**src/rtl/riscv_test_monitor_pkg.sv**
```systemverilog
// riscv_test_monitor_pkg: shared types and constants
// for the end-of-test monitor.
package riscv_test_monitor_pkg;

  typedef enum logic [2:0] {
    ST_IDLE,
    ST_RUN,
    ST_SETTLE,
    ST_PASS,
    ST_FAIL,
    ST_TIMEOUT
  } state_t;

  localparam int DEF_TESTNUM_REG = 3;
  localparam int DEF_DONE_REG    = 26;
  localparam int DEF_RESULT_REG  = 27;

  localparam int RESULT_PASS_VAL = 1;
  localparam int DONE_VAL        = 1;

endpackage

```
**src/rtl/riscv_test_monitor_shadow.sv**
```systemverilog
// riscv_test_monitor_shadow: snooped copy of the
// register file for post-mortem dumps.
module riscv_test_monitor_shadow #(
  parameter int XLEN   = 32,
  parameter int REG_AW = 5
) (
  input  logic              clk,
  input  logic              rst,
  input  logic              clr,
  input  logic              we,
  input  logic [REG_AW-1:0] waddr,
  input  logic [XLEN-1:0]   wdata,
  input  logic [REG_AW-1:0] raddr,
  output logic [XLEN-1:0]   rdata
);

  localparam int DEPTH = 2 ** REG_AW;

  logic [XLEN-1:0] mem [DEPTH];

  // capture snooped writes; x0 is never stored
  always_ff @(posedge clk or posedge rst) begin
    if (rst) begin
      mem <= '{default: '0};
    end else if (clr) begin
      mem <= '{default: '0};
    end else if (we && (waddr != '0)) begin
      mem[waddr] <= wdata;
    end
  end

  assign rdata = (raddr == '0) ? '0 : mem[raddr];

endmodule

```
**src/rtl/riscv_test_monitor.sv**
```systemverilog
// riscv_test_monitor: pass/fail/timeout detection from write-back snooping.
// Define RISCV_TEST_MONITOR_DUMP_EN to add the readable shadow register file.
module riscv_test_monitor
  import riscv_test_monitor_pkg::*;
#(
  parameter int          XLEN           = 32,
  parameter int          REG_AW         = 5,
  parameter int          TESTNUM_REG    = DEF_TESTNUM_REG,
  parameter int          DONE_REG       = DEF_DONE_REG,
  parameter int          RESULT_REG     = DEF_RESULT_REG,
  parameter int unsigned SETTLE_CYCLES  = 10,
  parameter int unsigned TIMEOUT_CYCLES = 100000,
  parameter int          CNT_W          = 32
) (
  input  logic              clk,
  input  logic              rst,
  input  logic              en,
  input  logic              wb_we,
  input  logic [REG_AW-1:0] wb_addr,
  input  logic [XLEN-1:0]   wb_data,
  output logic              done,
  output logic              pass,
  output logic              fail,
  output logic              timeout,
  output logic [XLEN-1:0]   fail_testnum,
  output logic [CNT_W-1:0]  cycle_count,
  input  logic [REG_AW-1:0] dump_addr,
  output logic [XLEN-1:0]   dump_data
);

  localparam logic [CNT_W-1:0] CNT_MAX  = {CNT_W{1'b1}};
  localparam logic [CNT_W-1:0] TO_LAST  =
    CNT_W'(TIMEOUT_CYCLES - 1);
  localparam logic [15:0]      SET_LAST = 16'(SETTLE_CYCLES);

  state_t          state;
  logic [XLEN-1:0] tn_q;
  logic [XLEN-1:0] res_q;
  logic [15:0]     scnt;

  logic qual;
  logic snoop;
  logic tn_wr;
  logic res_wr;
  logic done_wr;
  logic to_hit;

  assign qual    = wb_we && (wb_addr != '0);
  assign snoop   = (state == ST_RUN) || (state == ST_SETTLE);
  assign tn_wr   = qual && (wb_addr == REG_AW'(TESTNUM_REG));
  assign res_wr  = qual && (wb_addr == REG_AW'(RESULT_REG));
  assign done_wr = qual && (wb_addr == REG_AW'(DONE_REG))
                   && (wb_data == XLEN'(DONE_VAL));
  assign to_hit  = (TIMEOUT_CYCLES != 0)
                   && (cycle_count == TO_LAST);

  // verdict FSM with registered status outputs
  always_ff @(posedge clk or posedge rst) begin
    if (rst) begin
      state        <= ST_IDLE;
      tn_q         <= '0;
      res_q        <= '0;
      scnt         <= '0;
      done         <= 1'b0;
      pass         <= 1'b0;
      fail         <= 1'b0;
      timeout      <= 1'b0;
      fail_testnum <= '0;
      cycle_count  <= '0;
    end else if (!en) begin
      state        <= ST_IDLE;
      tn_q         <= '0;
      res_q        <= '0;
      scnt         <= '0;
      done         <= 1'b0;
      pass         <= 1'b0;
      fail         <= 1'b0;
      timeout      <= 1'b0;
      fail_testnum <= '0;
      cycle_count  <= '0;
    end else begin
      if (snoop && tn_wr) tn_q <= wb_data;
      if (snoop && res_wr) res_q <= wb_data;
      if (snoop && (cycle_count != CNT_MAX))
        cycle_count <= cycle_count + CNT_W'(1);
      unique case (state)
        ST_IDLE: begin
          state       <= ST_RUN;
          cycle_count <= '0;
          scnt        <= '0;
          tn_q        <= '0;
          res_q       <= '0;
        end
        ST_RUN: begin
          if (done_wr) begin
            state <= ST_SETTLE;
            scnt  <= '0;
          end else if (to_hit) begin
            state        <= ST_TIMEOUT;
            done         <= 1'b1;
            fail         <= 1'b1;
            timeout      <= 1'b1;
            fail_testnum <= tn_q;
          end
        end
        ST_SETTLE: begin
          if (scnt == SET_LAST) begin
            done         <= 1'b1;
            fail_testnum <= tn_q;
            if (res_q == XLEN'(RESULT_PASS_VAL)) begin
              state <= ST_PASS;
              pass  <= 1'b1;
            end else begin
              state <= ST_FAIL;
              fail  <= 1'b1;
            end
          end else begin
            scnt <= scnt + 16'd1;
          end
        end
        ST_PASS, ST_FAIL, ST_TIMEOUT: ;
        default: state <= ST_IDLE;
      endcase
    end
  end

`ifdef RISCV_TEST_MONITOR_DUMP_EN
  logic sh_clr;
  assign sh_clr = (state == ST_IDLE) || !en;

  riscv_test_monitor_shadow #(
    .XLEN   (XLEN),
    .REG_AW (REG_AW)
  ) u_shadow (
    .clk   (clk),
    .rst   (rst),
    .clr   (sh_clr),
    .we    (snoop && qual),
    .waddr (wb_addr),
    .wdata (wb_data),
    .raddr (dump_addr),
    .rdata (dump_data)
  );
`else
  logic unused_dump;
  assign unused_dump = ^dump_addr;
  assign dump_data   = '0;
`endif

endmodule

```
**config.mk**
```make
export PLATFORM = sky130hd
export DESIGN_NAME = riscv_test_monitor
export DESIGN_NICKNAME = d
export VERILOG_FILES = /design/src/rtl/riscv_test_monitor_pkg.sv /design/src/rtl/riscv_test_monitor_shadow.sv /design/src/rtl/riscv_test_monitor.sv
export SDC_FILE = /design/constraint.sdc
export NUM_CORES = 1
export LEC_CHECK = 0
export BUFFER_PORTS_ARGS = -buffer_cell sky130_fd_sc_hd__buf_2
export CORE_MARGIN = 4
export CORE_UTILIZATION = 45
export DETAILED_ROUTE_END_ITERATION = 16
export PLACE_DENSITY = 0.76
export SETUP_SLACK_MARGIN = 0.15
export SLEW_MARGIN = 0
export SYNTH_ARGS = -nofsm -noshare
export SYNTH_HDL_FRONTEND = slang
export SYNTH_SLANG_ARGS = --single-unit
```
**constraint.sdc**
```tcl
create_clock -name clk -period 7.05 [get_ports clk]
set_input_delay 1.0575 -clock clk [delete_from_list [all_inputs] [get_ports clk]]
set_output_delay 1.0575 -clock clk [all_outputs]
set_load 0.03 [all_outputs]
```
==> summary.txt, run 1 <==
CP endpoint: tn_q[14]
Routability Congestion: 0.826
Synth Area in Adders: 0.480%
Post CTS Setup Buffer Count: 0
Total Wirelength: 18500 um
maxcap violations: 0
Crit path required time: 7.32 ns
Post-Route Skew: 0.0129 ns
Crit path buffers/inverters: 1
initial antenna violation count: 0
Max H-tree Level: 4
Yosys reg bits: 151
Final Hold Viols: 0
all-layer global routing usage: 19.2%
First-pass DRT Iterations: 5
Critical Path, Cell by Cell: xor2_1, nand2_2, nor4_4, buf_4, mux2i_1, nor2_1
Setup crit end kind: flip-flop
measured slew at the worst slew-check pin: 1.27 ns
share of the synthesized area in the top cell type: 48.3%
Seq/Total Area, Yosys: 48.3%
Longest Clk Path Bufs: 2
Reg-to-Reg Start: state[1]
Worst Reg-to-Reg Cells: 6
Place WS: 3.58 ns
Cells after Synth: 778
I/O Pins: 146
largest net degree at the start of global routing: 93
TritonCTS clock tree: done
Final min period: 3.28 ns
R2R setup slack: 3.77 ns
CP max stage cell: nor4_4
vias in the first global route: 5982
Rel. slew slack: 15.4%
VDD IR max: 0.237 mV
nature of the critical path startpoint: flip-flop
Power Total: 0.00221 W
dpl cells: 1065
core area: 16800 sq um
die area: 19600 sq um
mean post-synth cell area: 10.1 sq um
Layout Cells excl Fill: 1097
CTS sink count: 151
leakage: 3.85 nW
Clock Pin Slew Worst Setup and Hold Paths: 0.06 ns
Die X: 140 um
crit path max fanout: 28
cell depth of the worst setup path: 6
CP arrival: 3.55 ns
fin crit share: 46.5%
per-cell routed wire length: 16.9 um
outcome: completed
CP Class: reg2reg
layout cells sized above 1: 18.6%
top_reg_cell synth: dfrtp_1
vias per cell: 5.71
top post-synthesis cells by area: dfrtp_1, mux2i_1, nand2_1
min-delay src: timeout
drc violations: 0
Post-synth EDFFs: 0
Crit path max-delay family: simple AND/OR/NAND/NOR gates
Initial Util: 46.5%
Synth async-reset ratio: 100%
diode count: 0
port buffer count: 108
synth warn: 0
num rows: 47
first-pass GRT wire length: 31000 um
post-synthesis mux area share: 12.8%
unrepaired setup endpoints after global routing: no
Clk Latency, worst-skew pair: 0.43 ns
Worst R2R End: tn_q[14]
Routed Antenna Nets: 0
gr ovfl total: 0
fin nets: 913
Critical path origin: state[1]
die boundary height: 140 um
Post-Synth XOR/XNOR Area: 0.336%
slowest stage delay, CP: 0.99 ns
# hold bufs at CTS: 0
max-slew violations: 0
area grow syn2layout: 13.7%
largest family of logic cells by synthesized area: simple AND/OR/NAND/NOR gates
Compound-Gate Fraction of Synth Area: 9.53%
post-DP HPWL: 12500 um
root buf cell: clkbuf_16
Cell variety after synth: 61
fin worst setup slack: 3.77 ns
Post-Synthesis Cell Area: 7830 sq um
Yosys top cell by area: dfrtp_1
pwr/cell area: 249 nW/um^2
most frequent cells in the layout: dfrtp_1, buf_2, mux2i_1, nand2_1, nor2_1
via count: 6267
TritonCTS Buffers: 17
simple-gate share of the synthesized area: 20.9%
# setup viols final: 0
commonest non-fill, non-tap cell in the layout: dfrtp_1
total negative setup slack: 0 ns
achievable frequency: 305 MHz
Worst Hold Class: reg2reg
initial drt markers: 438
Resize count post-CTS: 0
==> registers in the layout, indices dropped and copies added, names as in the netlist <==
register / flops
tn_q: 32
scnt: 16
fail: 1
cycle_count: 32
pass: 1
fail_testnum: 32
res_q: 32
done: 1
timeout: 1
state: 3
==> Yosys cell counts (all sizes together), types with 2 or more instances <==
cell type      n
nand3         18
nand2         92
clkbuf        27
o21a           7
o31ai         22
nor3          11
mux2i        100
o31a           5
a31oi          7
dfrtp        151
inv           12
nor2          75
and4          10
dlygate4sd3    4
a311oi         2
nor3b          2
a21o           2
xnor2          2
nor4          32
and2           9
nand4         21
or4           22
or2            3
ha             3
a41o           2
o21ai         14
o211ai         2
buf           48
or3            3
nor4b          5
a211o          2
a21oi         31
and3          13
==> power by group <==
| part | switching (W) | leakage [nW] | internal (W) |
|---|---|---|---|
| Combinational | 0.000286 | 1.45 | 0.000109 |
| Sequential | 0.0000213 | 2.11 | 0.000880 |
| Clock | 0.000404 | 0.288 | 0.000513 |
==> cell families (layout without fill, tap and decap cells) <==
group	Yosys count	in the layout
AND/OR/NAND/NOR	319	319
multiplexers	100	100
AO/OA/AOI/OAI	110	110
flip-flops	151	151
adder cells (fa/ha/maj)	3	3
buffers and inverters	91	159
XOR/XNOR	3	3
other	1	32
==> metal layers <==
| metal | vias to the layer above | GRT usage (%) | wire length, um |
|---|---|---|---|
| met5 | - | 0 | 0 |
| met3 | 27 | 4.01 | 1030 |
| li1 | 2951 | - | - |
| met2 | 201 | 29.9 | 8840 |
| met1 | 3088 | 27.0 | 8340 |
| met4 | 0 | 6.07 | 330 |
==> final cells by class <==
| class | instances | area, sq um |
|---|---|---|
| Clock buffer | 18 | 439 |
| Sequential cell | 151 | 3780 |
| Multi-Input combinational cell | 567 | 3610 |
| Clock inverter | 14 | 154 |
| Tap cell | 220 | 275 |
| Inverter | 12 | 50.0 |
| Fill cell | 1460 | 7920 |
| Timing Repair Buffer | 115 | 593 |
==> worst min-delay path by stage <==
| stage | endpoint | slack, ns | cells after the start |
|---|---|---|---|
| after global routing | scnt[15] | 0.54 | 1 |
| after detailed placement | scnt[15] | 0.49 | 1 |
| after floorplan | scnt[15] | 0.45 | 1 |
| after CTS | scnt[15] | 0.50 | 1 |
| after global placement | done | 0.47 | 1 |
| final | timeout | 0.50 | 2 |
==> stage by stage <==
stage | area, sq um | hold slack [ns] | util [%]
after floorplan | 7940 | 0.452 | -
after global placement | 8300 | 0.467 | 49.4
after detailed placement | 8300 | 0.489 | 49.4
after CTS | 8900 | 0.503 | 52.9
after global routing | 8900 | 0.535 | 52.9
final | 8900 | 0.501 | 52.9
==> worst min-delay path, cell delays in order (launching register included) <==
cell and delay [ns]:
dfrtp_1 0.34, a21oi_1 0.04, nor2_1 0.08
(Power assumes the default switching activity.)
==> run 2, diff against run 1 <==
==> constraint.sdc (replaced) <==
create_clock -name clk -period 3.2 [get_ports clk]
set_input_delay 0.48 -clock clk [delete_from_list [all_inputs] [get_ports clk]]
set_output_delay 0.48 -clock clk [all_outputs]
set_load 0.03 [all_outputs]
==> run 2 against run 1 <==
Against the previous run:
- die area stayed put
- combinational power is 130% higher
- first-iteration DRC count is 13% higher
- largest power group unchanged
- worst setup slack worse by 3.2 ns
- critical endpoint is now cycle_count[24]
- utilization is 0.45 points higher
- global-route usage is 0.41 points lower
- non-clock buffer count is 4 higher
==> summary.txt, run 2 (synthesis results as in run 1) <==
outcome: completed
gr ovfl total: 0 (unchanged)
fillcell total: 1528 (+4.7%)
pwr/cell area: 548 nW/um^2 (+120%)
TritonCTS clock tree: done
Die X: 140 um (unchanged)
die boundary height: 140 um (unchanged)
Critical Path, Cell by Cell: xor2_1, and2_1, nand4_1, or4_1, a21oi_1
Worst Reg-to-Reg Cells: 5 (-1)
leakage: 3.88 nW (+0.78%)
diode count: 0 (unchanged)
root buf cell: clkbuf_16
total negative setup slack: 0 ns (unchanged)
via count: 6246 (-0.34%)
commonest non-fill, non-tap cell in the layout: dfrtp_1
layout cells sized above 1: 18.9% (+0.28 points)
measured slew at the worst slew-check pin: 0.917 ns (-0.352 ns)
fin nets: 917 (+0.44%)
Total Wirelength: 18500 um (-0.49%)
core area: 16800 sq um (unchanged)
all-layer global routing usage: 18.8% (-0.41 points)
achievable frequency: 379 MHz (+24%)
R2R setup slack: 0.56 ns (-3.21 ns)
First-pass DRT Iterations: 6 (+1)
CP max stage cell: or4_1
# setup viols final: 0 (unchanged)
fin crit share: 82.5% (+36 points)
Final min period: 2.64 ns (-0.637 ns)
Rel. slew slack: 38.9% (+23 points)
VDD IR max: 0.466 mV (+97%)
Worst Hold Class: in2async
Routability Congestion: 0.843 (+2.1%)
nature of the critical path startpoint: flip-flop
Clk Latency, worst-skew pair: 0.43 ns (about the same)
initial drt markers: 497 (+13%)
drc violations: 0 (unchanged)
first-pass GRT wire length: 30300 um (-2.5%)
Initial Util: 46.5% (unchanged)
maxcap violations: 0 (unchanged)
unrepaired setup endpoints after global routing: no
Crit path required time: 3.56 ns (-3.76 ns)
Reg-to-Reg Start: state[1]
post-DP HPWL: 12600 um (+0.65%)
Clock Pin Slew Worst Setup and Hold Paths: 0.07 ns (about the same)
port buffer count: 108 (unchanged)
slowest stage delay, CP: 0.65 ns (-0.34 ns)
I/O Pins: 146 (unchanged)
crit path max fanout: 14 (-50%)
per-cell routed wire length: 16.8 um (-0.76%)
Crit path max-delay family: simple AND/OR/NAND/NOR gates
die area: 19600 sq um (unchanged)
Final Hold Viols: 0 (unchanged)
vias per cell: 5.68 (-0.61%)
max-slew violations: 0 (unchanged)
area grow syn2layout: 14.7%
CP arrival: 3.00 ns (-0.55 ns)
Fin Hold WS: 0.285 ns (-0.217 ns)
initial antenna violation count: 0 (unchanged)
Max H-tree Level: 4 (unchanged)
Routed Antenna Nets: 0 (unchanged)
# hold bufs at CTS: 0 (unchanged)
TritonCTS Buffers: 17 (unchanged)
most frequent cells in the layout: dfrtp_1, buf_2, mux2i_1, nand2_1, nor2_1
CP Class: reg2reg
Post-Route Skew: 0.0176 ns (+0.00466 ns)
Crit path buffers/inverters: 0 (-1)
Worst R2R End: cycle_count[24]
Resize count post-CTS: 0 (unchanged)
Post CTS Setup Buffer Count: 0 (unchanged)
num rows: 47 (unchanged)
CTS sink count: 151 (unchanged)
Setup crit end kind: flip-flop
largest net degree at the start of global routing: 152 (+63%)
Longest Clk Path Bufs: 2 (unchanged)
vias in the first global route: 5843 (-2.3%)
==> run 2: routing by layer <==
layer / up-vias / global-route usage, % / wire length [um]
met2: 186 / 29.1 / 8770
li1: 2972 / - / -
met3: 27 / 3.98 / 1010
met5: - / 0 / 0
met1: 3061 / 26.3 / 8280
met4: 0 / 6.48 / 398
==> run 2: layout make-up <==
class	instances	area (sq um)	area share [%]
clock buffers	17	425	4.74
clock inverters	14	164	1.83
inverters	12	48.8	0.544
multi-input cells	567	3610	40.2
flip-flops and latches	151	3780	42.1
well taps	220	275	3.07
repair buffers	119	673	7.50
==> run 2: report_power, final <==
part	switching (W)	internal, W
combinational	0.000643	0.000274
clock	0.000848	0.00117
sequential	0.0000483	0.00194
total	0.00154	0.00338
==> run 2: through the flow <==
stage               instances  area, sq um  util (%)  power (W)  worst slack (ns)
finish                   1100         8970      53.3    0.00492             0.558
global route             1100         8970      53.3    0.00511             0.385
CTS                      1100         8970      53.3    0.00497             0.568
detailed placement       1069         8380      49.8    0.00294             0.467
global placement         1069         8380      49.8    0.00293             0.485
floorplan                 809         7950         -    0.00281             0.711
==> run 2: tightest hold or removal path, delay by kind of cell <==
family	cells	cell delay, ns
buf+inv	3	0.73
==> run 2: worst max path at each step <==
| stage | start | to | slack, ns | cells past startpoint |
|---|---|---|---|---|
| CTS | cycle_count[23] | fail_testnum[28] | 0.57 | 6 |
| detailed placement | wb_data[6] | scnt[2] | 0.47 | 6 |
| finish | state[1] | cycle_count[24] | 0.56 | 5 |
| global route | cycle_count[20] | fail_testnum[7] | 0.39 | 6 |
| floorplan | cycle_count[19] | fail_testnum[0] | 0.71 | 8 |
| global placement | wb_data[6] | scnt[7] | 0.48 | 6 |
==> run 3, diff against run 2 <==
--- a/config.mk
+++ b/config.mk
@@ -9,7 +9,7 @@
 export CORE_MARGIN = 4
 export CORE_UTILIZATION = 45
 export DETAILED_ROUTE_END_ITERATION = 16
-export PLACE_DENSITY = 0.76
+export PLACE_DENSITY = 0.78
 export SETUP_SLACK_MARGIN = 0.15
 export SLEW_MARGIN = 0
 export SYNTH_ARGS = -nofsm -noshare
==> constraint.sdc (replaced) <==
create_clock -name clk -period 2.18 [get_ports clk]
set_input_delay 0.327 -clock clk [delete_from_list [all_inputs] [get_ports clk]]
set_output_delay 0.327 -clock clk [all_outputs]
set_load 0.03 [all_outputs]
==> run 3 against run 2 <==
Against the previous run:
- the run now ends with setup timing left
- non-clock buffer count rose by 124
- fmax grew 8.7%
- final cell count increased by 11%
- sequential power increased by 46%
- sequential share of layout area is 6.1 points lower
- highest routed layer unchanged
==> summary.txt, run 3 (synthesis results as in run 1) <==
Int Power: 0.00540 W (+60%)
Place WS: -0.339 ns (-0.805 ns)
vias per cell: 5.76 (+1.4%)
fin nets: 1042 (+14%)
max-slew violations: 0 (unchanged)
per-cell routed wire length: 18.5 um (+10%)
maxcap violations: 0 (unchanged)
fin crit share: 111% (+29 points)
First-pass DRT Iterations: 5 (-1)
Crit path required time: 2.52 ns (-1.04 ns)
Worst Hold Class: in2async
commonest non-fill, non-tap cell in the layout: dfrtp_1
Layout Cells excl Fill: 1226 (+11%)
final core occ: 62.9% (+9.5 points)
Die X: 140 um (unchanged)
die area: 19600 sq um (unchanged)
Final Hold Viols: 0 (unchanged)
achievable frequency: 412 MHz (+8.7%)
nature of the critical path startpoint: flip-flop
via count: 7058 (+13%)
leakage: 4.67 nW (+20%)
gr ovfl total: 0 (unchanged)
VDD IR max: 0.681 mV (+46%)
measured slew at the worst slew-check pin: 0.588 ns (-0.329 ns)
num rows: 47 (unchanged)
CTS sink count: 151 (unchanged)
I/O Pins: 146 (unchanged)
Flop pwr share: 36.7% (-3.7 points)
most frequent cells in the layout: dfrtp_1, buf_2, mux2i_1, buf_4, nand2_1
diode count: 0 (unchanged)
TritonCTS clock tree: done
# hold bufs at CTS: 0 (unchanged)
crit path max fanout: 9 (-5)
Routed Antenna Nets: 0 (unchanged)
failing checks: setup timing
pwr/cell area: 746 nW/um^2 (+36%)
Power Total: 0.00788 W (+60%)
die boundary height: 140 um (unchanged)
Initial Util: 46.5% (unchanged)
dpl cells: 1161 (+8.6%)
all-layer global routing usage: 21.1% (+2.3 points)
P_sw: 0.00249 W (+62%)
area grow syn2layout: 35.1%
CP Class: reg2reg
Total Wirelength: 22700 um (+23%)
fin worst setup slack: -0.250 ns (-0.808 ns)
drc violations: 0 (unchanged)
port buffer count: 108 (unchanged)
post-DP HPWL: 14000 um (+11%)
Rel. slew slack: 60.8% (+22 points)
CP arrival: 2.77 ns (-0.23 ns)
vias in the first global route: 6657 (+14%)
Setup crit end kind: flip-flop
# setup viols final: 36 (+36)
Clock power frac: 39.2% (-1.8 points)
TritonCTS Buffers: 17 (unchanged)
largest net degree at the start of global routing: 102 (-33%)
initial drt markers: 699 (+41%)
Gate power share: 24.0% (+5.3 points)
Sw Share: 31.5% (+0.25 points)
Longest Clk Path Bufs: 2 (unchanged)
initial antenna violation count: 0 (unchanged)
Post-Route Skew: 0.00912 ns (-0.00846 ns)
core area: 16800 sq um (unchanged)
Clk Latency, worst-skew pair: 0.43 ns (about the same)
outcome: complete, but fails checks
R2R setup slack: -0.25 ns (-0.81 ns)
layout cells sized above 1: 37.7% (+19 points)
root buf cell: clkbuf_16
Max H-tree Level: 4 (unchanged)
Final min period: 2.43 ns (-0.212 ns)
unrepaired setup endpoints after global routing: yes
Clock Pin Slew Worst Setup and Hold Paths: 0.07 ns (about the same)
Routability Congestion: 0.864 (+2.5%)
first-pass GRT wire length: 33900 um (+12%)
## run 3: layout make-up
type / instances / area, sq um
clock buffer: 18 / 439
clock inverter: 14 / 178
fill: 1264 / 6240
inverter: 12 / 48.8
multi-input combinational: 568 / 3990
sequential: 151 / 3810
tap: 220 / 275
timing repair buffer: 243 / 1840
## run 3: stage by stage
step	area, sq um	hold WS (ns)	setup TNS, ns
after floorplan	8090	0.460	-11.98
after global placement	9240	0.460	-11.96
after detailed placement	9240	0.466	-13.73
after CTS	10100	0.0206	-3.78
after global routing	10600	0.0330	-9.40
final	10600	0.00699	-7.39
## run 3: worst max-delay path, stage by stage, from the launching register on
cell       delay (ns)
dfrtp_2          0.43
nor4_4           0.35
nand4_1          0.18
or4_4            0.48
a2111oi_4        0.33
buf_6            0.22
buf_12           0.16
mux2i_1          0.21
## run 3: path summary, 6_finish.rpt
kind,endpoint,startpoint,cells after the start
setup / recovery,fail_testnum[14],cycle_count[26],7
hold / removal,cycle_count[18],rst,3
setup reg to reg,fail_testnum[14],cycle_count[26],7
hold reg to reg,fail_testnum[27],fail_testnum[27],2
max in group asynchronous,res_q[8],rst,3
min in group clk,tn_q[26],wb_data[26],3
## run 3: layer usage
metal  up-vias  GRT usage (%)  wire length [um]
met5         -              0                 0
met3        66           4.56              1430
li1       3201              -                 -
met1      3496           28.4              9510
met4         0           7.14               668
met2       295           33.9             11000
## run 3: power by group through the flow
stage | sequential (W) | clock (W) | combinational [W]
after floorplan | 0.00297 | 0 | 0.00119
after global placement | 0.00294 | 0 | 0.00163
after detailed placement | 0.00294 | 0 | 0.00164
after CTS | 0.00289 | 0.00311 | 0.00178
after global routing | 0.00290 | 0.00325 | 0.00201
final | 0.00290 | 0.00309 | 0.00189
## run 3: what timing repair did
action | 4_1_cts | 5_1_grt
cloned | 2 | 6
gates resized for setup | 27 | 67
pin swaps | 9 | 41
setup buffers | 6 | 19
setup endpoints to repair | 55 | 112
